`config.mk`:
```
export PLATFORM = sky130hd
export DESIGN_NAME = time_set_ctrl
export DESIGN_NICKNAME = d
export VERILOG_FILES = /design/src/rtl/time_set_pkg.sv /design/src/rtl/time_set_ctrl_debounce.sv /design/src/rtl/time_set_ctrl.sv
export SDC_FILE = /design/constraint.sdc
export NUM_CORES = 1
export LEC_CHECK = 0
export BUFFER_PORTS_ARGS = -buffer_cell sky130_fd_sc_hd__buf_4
export CORE_MARGIN = 5
export CORE_UTILIZATION = 42
export DETAILED_ROUTE_END_ITERATION = 7
export GPL_ROUTABILITY_DRIVEN = 1
export SETUP_SLACK_MARGIN = 0.15
export SKIP_LAST_GASP = 1
export SLEW_MARGIN = 20
export SYNTH_ARGS = -nofsm -noshare
export SYNTH_HDL_FRONTEND = slang
export SYNTH_SLANG_ARGS = --single-unit
export TNS_END_PERCENT = 30
```
`constraint.sdc`:
```
create_clock -name clk_i -period 2.5 [get_ports clk_i]
set_input_delay 0.25 -clock clk_i [delete_from_list [all_inputs] [get_ports clk_i]]
set_output_delay 0.25 -clock clk_i [all_outputs]
set_load 0.005 [all_outputs]
```
`src/rtl/time_set_pkg.sv`:
```
// Shared types, constants and wrap-around helpers for the time-setting controller.
package time_set_pkg;

  localparam int HOUR_W = 5;
  localparam int MS_W   = 6;

  localparam logic [HOUR_W-1:0] HOUR_MIN = 5'd1;
  localparam logic [HOUR_W-1:0] HOUR_MAX = 5'd12;
  localparam logic [MS_W-1:0]   MS_MAX   = 6'd59;

  typedef enum logic [2:0] {
    ST_IDLE   = 3'd0,
    ST_EDIT_H = 3'd1,
    ST_EDIT_M = 3'd2,
    ST_EDIT_S = 3'd3,
    ST_COMMIT = 3'd4
  } state_t;

  typedef enum logic [1:0] {
    FIELD_NONE = 2'd0,
    FIELD_H    = 2'd1,
    FIELD_M    = 2'd2,
    FIELD_S    = 2'd3
  } field_t;

  // Anything at or above the maximum (including garbage) wraps to the minimum.
  function automatic logic [HOUR_W-1:0] next_hour(input logic [HOUR_W-1:0] h);
    next_hour = (h >= HOUR_MAX) ? HOUR_MIN : h + 5'd1;
  endfunction

  function automatic logic [MS_W-1:0] next_ms(input logic [MS_W-1:0] v);
    next_ms = (v >= MS_MAX) ? 6'd0 : v + 6'd1;
  endfunction

endpackage

```
`src/rtl/time_set_ctrl_debounce.sv`:
```
// Push-button debouncer: one sampling flop, stability counter, rising-edge press pulse.
module btn_debounce #(
  parameter int DEBOUNCE_CYCLES = 4
) (
  input  logic clk_i,
  input  logic reset_i,
  input  logic raw_i,
  output logic level_o,
  output logic press_o
);

  localparam int CW = $clog2(DEBOUNCE_CYCLES + 1);

  logic          samp_r;
  logic          level_r;
  logic          level_d_r;
  logic [CW-1:0] cnt_r;

  // Level flips only after the sample has disagreed with it for DEBOUNCE_CYCLES edges.
  always_ff @(posedge clk_i or negedge reset_i) begin
    if (!reset_i) begin
      samp_r    <= 1'b0;
      level_r   <= 1'b0;
      level_d_r <= 1'b0;
      cnt_r     <= '0;
    end else begin
      samp_r    <= raw_i;
      level_d_r <= level_r;
      if (samp_r == level_r) begin
        cnt_r <= '0;
      end else if (cnt_r == CW'(DEBOUNCE_CYCLES - 1)) begin
        level_r <= samp_r;
        cnt_r   <= '0;
      end else begin
        cnt_r <= cnt_r + CW'(1);
      end
    end
  end

  assign level_o = level_r;
  assign press_o = level_r & ~level_d_r;

endmodule

```
`src/rtl/time_set_ctrl.sv`:
```
// Button-driven time-setting controller feeding the set port of the 12-hour clock core.
module time_set_ctrl
  import time_set_pkg::*;
#(
  parameter int DEBOUNCE_CYCLES = 4,
  parameter int REPEAT_CYCLES   = 8,
  parameter int TIMEOUT_CYCLES  = 64
) (
  input  logic              clk_i,
  input  logic              reset_i,
  input  logic              mode_i,
  input  logic              inc_i,
  input  logic              cancel_i,
  input  logic [HOUR_W-1:0] hour_i,
  input  logic [MS_W-1:0]   min_i,
  input  logic [MS_W-1:0]   sec_i,
  output logic              Timeset,
  output logic [HOUR_W-1:0] Hourset,
  output logic [MS_W-1:0]   Minset,
  output logic [MS_W-1:0]   Secset,
  output logic              edit_o,
  output logic [1:0]        field_o
);

  localparam int RPT_W = $clog2(2 * REPEAT_CYCLES + 1);
  localparam int TO_W  = $clog2(TIMEOUT_CYCLES + 1);

  logic mode_p, inc_p, cancel_p;
  logic mode_lvl, inc_lvl, cancel_lvl;

  btn_debounce #(.DEBOUNCE_CYCLES(DEBOUNCE_CYCLES)) u_db_mode (
    .clk_i(clk_i), .reset_i(reset_i), .raw_i(mode_i), .level_o(mode_lvl), .press_o(mode_p));
  btn_debounce #(.DEBOUNCE_CYCLES(DEBOUNCE_CYCLES)) u_db_inc (
    .clk_i(clk_i), .reset_i(reset_i), .raw_i(inc_i), .level_o(inc_lvl), .press_o(inc_p));
  btn_debounce #(.DEBOUNCE_CYCLES(DEBOUNCE_CYCLES)) u_db_cancel (
    .clk_i(clk_i), .reset_i(reset_i), .raw_i(cancel_i), .level_o(cancel_lvl), .press_o(cancel_p));

  state_t           state_r, state_n;
  logic [RPT_W-1:0] rpt_cnt_r;
  logic [TO_W-1:0]  to_cnt_r;
  logic             in_edit, to_hit, abort, rpt_run, rpt_tick, inc_evt;
  logic             edit_n;
  logic [1:0]       field_n;

  assign in_edit  = (state_r == ST_EDIT_H) || (state_r == ST_EDIT_M) || (state_r == ST_EDIT_S);
  assign to_hit   = in_edit && (to_cnt_r == TO_W'(TIMEOUT_CYCLES - 1));
  assign abort    = in_edit && (cancel_p || to_hit);
  // Holding mode or cancel suppresses repeat; a state change restarts it.
  assign rpt_run  = in_edit && inc_lvl && !mode_lvl && !cancel_lvl && (state_n == state_r);
  assign rpt_tick = rpt_run && (rpt_cnt_r == RPT_W'(2 * REPEAT_CYCLES - 1));
  assign inc_evt  = in_edit && !abort && !mode_p && (inc_p || rpt_tick);

  // Next-state and Moore decode of the next state (registered below).
  always_comb begin
    state_n = state_r;
    edit_n  = 1'b0;
    field_n = FIELD_NONE;
    case (state_r)
      ST_IDLE:   if (mode_p) state_n = ST_EDIT_H; else state_n = ST_IDLE;
      ST_EDIT_H: if (abort) state_n = ST_IDLE; else if (mode_p) state_n = ST_EDIT_M; else state_n = ST_EDIT_H;
      ST_EDIT_M: if (abort) state_n = ST_IDLE; else if (mode_p) state_n = ST_EDIT_S; else state_n = ST_EDIT_M;
      ST_EDIT_S: if (abort) state_n = ST_IDLE; else if (mode_p) state_n = ST_COMMIT; else state_n = ST_EDIT_S;
      ST_COMMIT: state_n = ST_IDLE;
      default:   state_n = ST_IDLE;
    endcase
    case (state_n)
      ST_EDIT_H: begin edit_n = 1'b1; field_n = FIELD_H; end
      ST_EDIT_M: begin edit_n = 1'b1; field_n = FIELD_M; end
      ST_EDIT_S: begin edit_n = 1'b1; field_n = FIELD_S; end
      default:   begin edit_n = 1'b0; field_n = FIELD_NONE; end
    endcase
  end

  always_ff @(posedge clk_i or negedge reset_i) begin
    if (!reset_i) begin
      state_r <= ST_IDLE;
      edit_o  <= 1'b0;
      field_o <= FIELD_NONE;
      Timeset <= 1'b0;
    end else begin
      state_r <= state_n;
      edit_o  <= edit_n;
      field_o <= field_n;
      Timeset <= (state_r == ST_EDIT_S) && mode_p && !abort;
    end
  end

  // Field registers: capture on entry, then step the active field.
  always_ff @(posedge clk_i or negedge reset_i) begin
    if (!reset_i) begin
      Hourset <= HOUR_MAX;
      Minset  <= 6'd0;
      Secset  <= 6'd0;
    end else if ((state_r == ST_IDLE) && mode_p) begin
      Hourset <= hour_i;
      Minset  <= min_i;
      Secset  <= sec_i;
    end else if (inc_evt) begin
      case (state_r)
        ST_EDIT_H: Hourset <= next_hour(Hourset);
        ST_EDIT_M: Minset  <= next_ms(Minset);
        ST_EDIT_S: Secset  <= next_ms(Secset);
        default:   Hourset <= Hourset;
      endcase
    end else begin
      Hourset <= Hourset;
    end
  end

  // Auto-repeat: first tick 2*REPEAT_CYCLES after the press, then every REPEAT_CYCLES.
  always_ff @(posedge clk_i or negedge reset_i) begin
    if (!reset_i) begin
      rpt_cnt_r <= '0;
    end else if (inc_p || !rpt_run) begin
      rpt_cnt_r <= '0;
    end else if (rpt_tick) begin
      rpt_cnt_r <= RPT_W'(REPEAT_CYCLES);
    end else begin
      rpt_cnt_r <= rpt_cnt_r + RPT_W'(1);
    end
  end

  // Inactivity timer; repeat ticks are not user presses and do not refresh it.
  always_ff @(posedge clk_i or negedge reset_i) begin
    if (!reset_i) begin
      to_cnt_r <= '0;
    end else if (!in_edit || (state_n != state_r) || mode_p || inc_p || cancel_p) begin
      to_cnt_r <= '0;
    end else begin
      to_cnt_r <= to_cnt_r + TO_W'(1);
    end
  end

endmodule

```
; Yosys cells after proc, flatten, opt, wreduce, memory -nomap -nowiden
; Cells that the tools add are included.
[totals]
register_bits = 54
input_bits = 22
wordCells = 128
[op_classes]
n_addsub = 8
n_lt_le_gt_ge = 3
eq_ne = 16
mux = 31
bitwise = 9
n_reduce_logical = 40
[ops]
columns = cell, count
row1 = $mux 6, 8
row2 = $mux 5, 6
row3 = $mux 3, 8
row4 = $eq 3x2->1 const B, 7
row5 = $logic_and 1x1->1, 13
row6 = $add 6x1->6 const B, 2
row7 = $ge 6x6->1 const B, 2
row8 = $pmux 3 s4, 1
row9 = $reduce_and 2->1, 6
row10 = $add 5x1->5 const B, 2
row11 = $add 3x1->3 const B, 3
row12 = $logic_or 1x1->1, 9
row13 = $reduce_bool 2->1, 4
row14 = $add 7x1->7 const B, 1
row15 = $eq 7x6->1 const B, 1
row16 = $mux 7, 1
row17 = $eq 3x1->1 const B, 2
row18 = $logic_not 1->1, 6
row19 = $mux 2, 3
row20 = $not 1->1, 6
row21 = $pmux 2 s3, 1
row22 = $eq 5x4->1 const B, 1
row23 = $ge 5x4->1 const B, 1
row24 = $and 1x1->1, 3
row25 = 6 further kinds, 10

; Logic depth before layout (Yosys ltp)
[logic_depth]
ltp_word = 15
ltp_mapped = 7

; Hierarchy
; Synthesis repeated with hierarchy kept, for this count alone.
[hier_totals]
cells_unflattened = 245
area_unflattened_um2 = 2586.2
[modules_own_cells]
columns = mod, instances, cells_each, area_per_inst_um2
row1 = time_set_ctrl, 1, 203, 1903.1
row2 = btn_debounce, 3, 14, 227.7

; Least setup slack after synthesis
; Ideal clock, no wire load.
[synth_path]
path_type = flip-flop to flip-flop
from = reg to_cnt_r[0]
to = reg Secset[2]
setup_time_ps = 66
t_arrival_ps = 1916
required_time_ps = 2434
setup_slack_ps = 518
path_stages_with_launch = 7
path_cell_list = dfrtp_1 > ha_1 > nand3_1 > o32ai_2 > or4_4 > a2111oi_4 > a221o_1
[synth_via]
elab_chain_len = 13
[synth_lines]
columns = item, line
row1 = start: declaration, time_set_ctrl.sv:40  ; logic [TO_W-1:0] to_cnt_r;
row2 = start signal: assignment, time_set_ctrl.sv:130  ; to_cnt_r <= to_cnt_r + TO_W'(1);
row3 = $eq 7x6->1 *, time_set_ctrl.sv:46  ; assign to_hit = in_edit && (to_cnt_r == TO_W'(TIMEOUT_CYCLES - 1));
row4 = $logic_and 1x1->1 *, time_set_ctrl.sv:46
row5 = $logic_or 1x1->1 *, time_set_ctrl.sv:47  ; assign abort = in_edit && (cancel_p || to_hit);
row6 = $logic_and 1x1->1 *, time_set_ctrl.sv:47
row7 = "$mux 3, or another cell as far along", time_set_ctrl.sv:62  ; ST_EDIT_S: if (abort) state_n = ST_IDLE; else if (mode_p) state_n = ST_COMMIT; else state_n = ST_EDIT_S;
row8 = $pmux 3 s4, time_set_ctrl.sv:58  ; case (state_r)
row9 = $eq 3x3->1, time_set_ctrl.sv:49  ; assign rpt_run = in_edit && inc_lvl && !mode_lvl && !cancel_lvl && (state_n == state_r);
row10 = $logic_and 1x1->1, time_set_ctrl.sv:49
row11 = $logic_and 1x1->1, time_set_ctrl.sv:50  ; assign rpt_tick = rpt_run && (rpt_cnt_r == RPT_W'(2 * REPEAT_CYCLES - 1));
row12 = $logic_or 1x1->1, time_set_ctrl.sv:51  ; assign inc_evt = in_edit && !abort && !mode_p && (inc_p || rpt_tick);
row13 = $logic_and 1x1->1 *, time_set_ctrl.sv:51
row14 = $reduce_bool 2->1 (no source line) *, --
row15 = $reduce_and 2->1 (no source line) *, --
row16 = end signal: assignment, time_set_ctrl.sv:97  ; Secset <= sec_i;
row17 = end signal: assignment, time_set_ctrl.sv:102  ; ST_EDIT_S: Secset <= next_ms(Secset);
row18 = end: declaration, time_set_ctrl.sv:20  ; output logic [MS_W-1:0] Secset,
; Mark *: on every way between the ends. The rest lies on a longest branch, timed or not.
; A chain may end at the register's enable or synchronous reset.

; Final worst setup path
[layout_path]
from = reg rpt_cnt_r[0]
to = reg Secset[2]
[layout_via]
elab_chain_len = 6
[layout_lines]
columns = item, line
row1 = start: declaration, time_set_ctrl.sv:39  ; logic [RPT_W-1:0] rpt_cnt_r;
row2 = start signal: assignment, time_set_ctrl.sv:117  ; rpt_cnt_r <= RPT_W'(REPEAT_CYCLES);
row3 = start signal: assignment, time_set_ctrl.sv:119  ; rpt_cnt_r <= rpt_cnt_r + RPT_W'(1);
row4 = $eq 5x4->1, time_set_ctrl.sv:50
row5 = $logic_and 1x1->1, time_set_ctrl.sv:50
row6 = $logic_or 1x1->1, time_set_ctrl.sv:51
row7 = $logic_and 1x1->1, time_set_ctrl.sv:51
row8 = $reduce_bool 2->1 (no source line), --
row9 = $reduce_and 2->1 (no source line), --
; No other way between the ends.

==> results.md <==
GRT:
- The number of global-route vias before repair is 1979.
- Summed over all layers, the global routing overflow is 0.
- The first global-routing pass estimated 8.99 mm of wire.
- For this run, global-route usage on met2 was measured as 23.2%.
- Global routing consumed, on the met3 layer, 3.69% of the routing resources.
- The largest net degree at the start of global routing is 55.
- The fraction of met1 tracks used by global routing is 18.7%.
- Global routing used 14.3% of the available tracks.
- In this run the most used layer during global routing was met2.
- The number of antenna violations at the first check in global routing is 0.

Drt:
- Wires add up to 5.32 mm.
- The first-pass iteration count of the detailed router is 5.
- The routed layout has 2043 vias.
- Once detail routing completed, the nets flagged for antenna violations numbered 0.
- For this run, design rule violations remaining after detail routing come to 0.
- The average wire length per cell after detail routing is 14.2 um.
- Dividing the detail-routed via count by the number of cells gives 5.46.
- For this block, the initial DRC count from the detailed router was 123.

Synth:
- Averaged over all synthesized cells, the footprint is 10.8 um2.
- The synthesized design contains 54 register bits.
- Yosys mapped a number of flops with a built-in enable equal to 0.
- After synthesis, the share of flip-flops with an asynchronous set or reset is 100%.
- The number of different library cells used by synthesis comes to 57.
- The sequential cell area fraction in the yosys report is 51.1%.
- Synthesis produced 246 cells.
- The flip-flop cell with the highest count after synthesis is dfrtp_1.
- The synthesized netlist occupies a cell area of 2650 um2.
- For this run, the number of Yosys warnings is 0.
- Synthesis produced a netlist with a net count of 277.

Setup path:
- The worst path required time is 2.75 ns.
- The type of the worst setup path is register to register.
- STA classifies the critical path startpoint as a register.
- Among all stages on the critical path, the largest delay is contributed by or4_4.
- Counting cells, the worst reg-to-reg path comes to 6.
- The signal on the critical path passes through ha_1 > nand3_1 > o41a_1 > or4_4 > a2111oi_4 > a221o_1.
- The worst-path maximum fanout is 4.
- In this design, the stage delay of the slowest critical-path cell is 0.48 ns.
- For the worst setup path, the data arrival time is 2.41 ns.
- The capturing element type of the critical path is a register.

Timing:
- Setup repair after global routing left no endpoint under its margin.
- After layout, the worst path uses 86.1% of the clock period.
- Adding up every negative setup slack in the final design gives 0 ns.
- Static timing analysis puts the maximum clock frequency at 0.465 GHz.
- The final count of hold timing violations is 0.
- Setup violations remaining at the end of the flow were counted as 0.
- The slew at the pin closest to its max-slew limit is 0.670 ns.
- The number of pins exceeding their max-slew limit in the final report is 0.
- The time the final worst path needs with I/O delays and setup is 2.15 ns.
- Headroom to the max-slew limit came out at 55.3%.
- The largest clock skew in the final design is 0.0101 ns.

Cells and area:
- The count of inserted antenna diode cells is 0.
- The final standard cell count with taps included and fillers excluded is 374.
- The area growth from synthesis to final layout is 20.2%.
- The commonest non-fill, non-tap cell in the layout is dfrtp_1.
- The net total in the final layout is 327.
- The ratio of cells with drive above 1 in the final layout is 24.2%.
- The library cells used most frequently in the layout, excluding fill and tap cells, are 52 x dfrtp_1, 48 x buf_4, 20 x nor2_1, 15 x nand2_1, 14 x nand3_1.
- With fillers left out, the area of the finished cells amounts to 3180 um2.
- The layout has 587 filler cells.

Power:
- The internal power of the cells is 0.00207 W.
- The combinational fraction of design power is 43.0%.
- In this run the static leakage power is 1.41 nW.
- The total design power is 0.00337 W.
- The total power divided by cell area is 1060 nW/um2.
- In this run, flip-flops and latches consume 42.1% of the power.
- The switching fraction of total power is 38.6%.
- The net switching power of the design is 0.00130 W.
- The maximum resistive drop on vdd is 0.417 mV.
- The clock power share is 14.8%.

Floorplan:
- The area enclosed by the die boundary is 7990 um2.
- After floorplanning, the core was divided into 29 placement rows.
- The floorplan step set the die height to 89.4 um.
- The area of the core region is 6240 um2.
- The die is 89.4 um wide.
- During I/O placement, the number of pins put on the boundary was 43.
- Once the floorplan was initialized, standard cells occupied 42.4% of the core.

CTS:
- TritonCTS built the clock tree.
- After clock tree synthesis, the clock-pin slew on the worst setup and hold paths is 0.10 ns.
- The insertion delay to the later sink of the worst-skew pair is 0.31 ns.
- The cell chosen for the clock root is clkbuf_8.
- In this run the deepest clock path goes through 2 buffers.
- TritonCTS created 5 clock buffers.
- Buffers added to address setup during post-CTS repair amount to 0.
- Clock tree synthesis found a total of 54 sinks.
- The H-tree was split into 2 levels.

Outcome:
- The run finished with clean final reports.

Flow run:
- Across the run, the number of max-cap violations was 0.

Placement:
- The global placement routability congestion is 0.806.
- Once detailed placement completed, the half-perimeter wirelength came to 3.88 mm.
- Buffers placed on the I/O ports in this run total 42.
- After detailed placement, the total cell area comes to 3070 um2.
- The number of instances in the placed design is 365.

Worst hold path:
- The class of the tightest hold or removal check is input pin to register.
- Counting instances, the worst hold path has a depth of 1.
-- cell families after synthesis --
group | Yosys count | share of synthesized area (%)
xor gates and xnor gates | 9 | 2.98
and+or+nand+nor | 100 | 20.7
adders and majority gates | 9 | 4.25
AOI/OAI and AO/OA | 53 | 16.2
buffers and inverters | 16 | 2.69
muxes | 5 | 2.03
DFF | 54 | 51.1
-- registers in the layout, indices dropped and copies added (netlist names) --
| name | flops |
|---|---|
| u_db_cancel.level_d_r | 1 |
| Minset | 6 |
| Secset | 6 |
| to_cnt_r | 7 |
| field_o | 2 |
| u_db_mode.level_d_r | 1 |
| edit_o | 1 |
| u_db_inc.cnt_r | 3 |
| u_db_inc.samp_r | 1 |
| Hourset | 5 |
| state_r | 3 |
| Timeset | 1 |
| u_db_mode.cnt_r | 3 |
| u_db_cancel.level_o | 1 |
| u_db_inc.level_o | 1 |
| u_db_mode.level_o | 1 |
| rpt_cnt_r | 5 |
| u_db_cancel.cnt_r | 3 |
| u_db_inc.level_d_r | 1 |
| u_db_mode.samp_r | 1 |
| u_db_cancel.samp_r | 1 |
-- cell type report --
type / count / area (um2) / share of cell area, %
Clock buffer: 5 / 68.8 / 2.16
Clock inverter: 3 / 26.3 / 0.825
Inverter: 10 / 37.5 / 1.18
Multi-Input combinational cell: 176 / 1230 / 38.6
Sequential cell: 54 / 1350 / 42.5
Tap cell: 77 / 96.3 / 3.03
Timing Repair Buffer: 49 / 370 / 11.6
-- routing by layer --
layer / vias up / wire length (um)
met5: - / 0
met4: 0 / 88
met3: 8 / 296
met2: 42 / 2480
met1: 986 / 2450
li1: 1007 / -
-- Yosys cell counts (4+ instances only) --
| library cell | number | area [um2] |
|---|---|---|
| dfrtp_1 | 52 | 1300 |
| nor2_1 | 20 | 75.1 |
| nand2_1 | 15 | 56.3 |
| nand3_1 | 14 | 70.1 |
| nor3_1 | 11 | 55.1 |
| inv_1 | 10 | 37.5 |
| ha_1 | 9 | 113 |
| o21ai_0 | 8 | 40.0 |
| a21oi_1 | 7 | 35.0 |
| a221o_1 | 7 | 70.1 |
| nor2b_1 | 6 | 37.5 |
| nor3b_1 | 6 | 45.0 |
| xnor2_1 | 6 | 52.6 |
| nand2b_1 | 4 | 25.0 |
-- worst max-delay path, delay by kind of cell (launching register included) --
family                     cells  cell delay, ns
adders and majority gates      1            0.21
AOI/OAI and AO/OA              3            0.87
and+or+nand+nor                2            0.65
DFF                            1            0.38
-- what timing repair did --
item / in CTS / in global routing
hold endpoints to repair: 3 / 0
endpoints found under the setup margin: 0 / 7
hold buffers: 1 / 0
gates resized for setup: 0 / 1
-- final timing paths --
kind,start,end,slack [ns]
setup / recovery,rpt_cnt_r[0]$_DFF_PN0_,Secset[2]$_DFFE_PN0P_,0.35
hold reg to reg,u_db_cancel.cnt_r[0]$_DFF_PN0_,u_db_cancel.cnt_r[0]$_DFF_PN0_,0.45
max in group asynchronous,reset_i,field_o[1]$_DFF_PN0_,1.54
setup reg to reg,rpt_cnt_r[0]$_DFF_PN0_,Secset[2]$_DFFE_PN0P_,0.35
min in group asynchronous,reset_i,u_db_inc.cnt_r[2]$_DFF_PN0_,0.50
hold / removal,inc_i,u_db_inc.samp_r$_DFF_PN0_,0.04
-- power by group through the flow --
stage / clock, W / sequential [W] / combinational, W
4_1_cts: 0.000521 / 0.00142 / 0.00147
2_1_floorplan: 0 / 0.00138 / 0.000968
6_report: 0.000500 / 0.00142 / 0.00145
3_3_place_gp: 0 / 0.00143 / 0.00144
5_1_grt: 0.000553 / 0.00147 / 0.00165
3_5_place_dp: 0 / 0.00144 / 0.00145
-- stage by stage --
step                hold WS [ns]  util [%]  setup WS [ns]
floorplan                -0.0456         -          0.518
global placement           0.340      49.2          0.377
detailed placement         0.343      49.2          0.320
CTS                       0.0315      50.9          0.278
global route              0.0130      51.0          0.194
finish                    0.0351      51.0          0.348
Note: power is estimated with default switching activity, not from simulation.
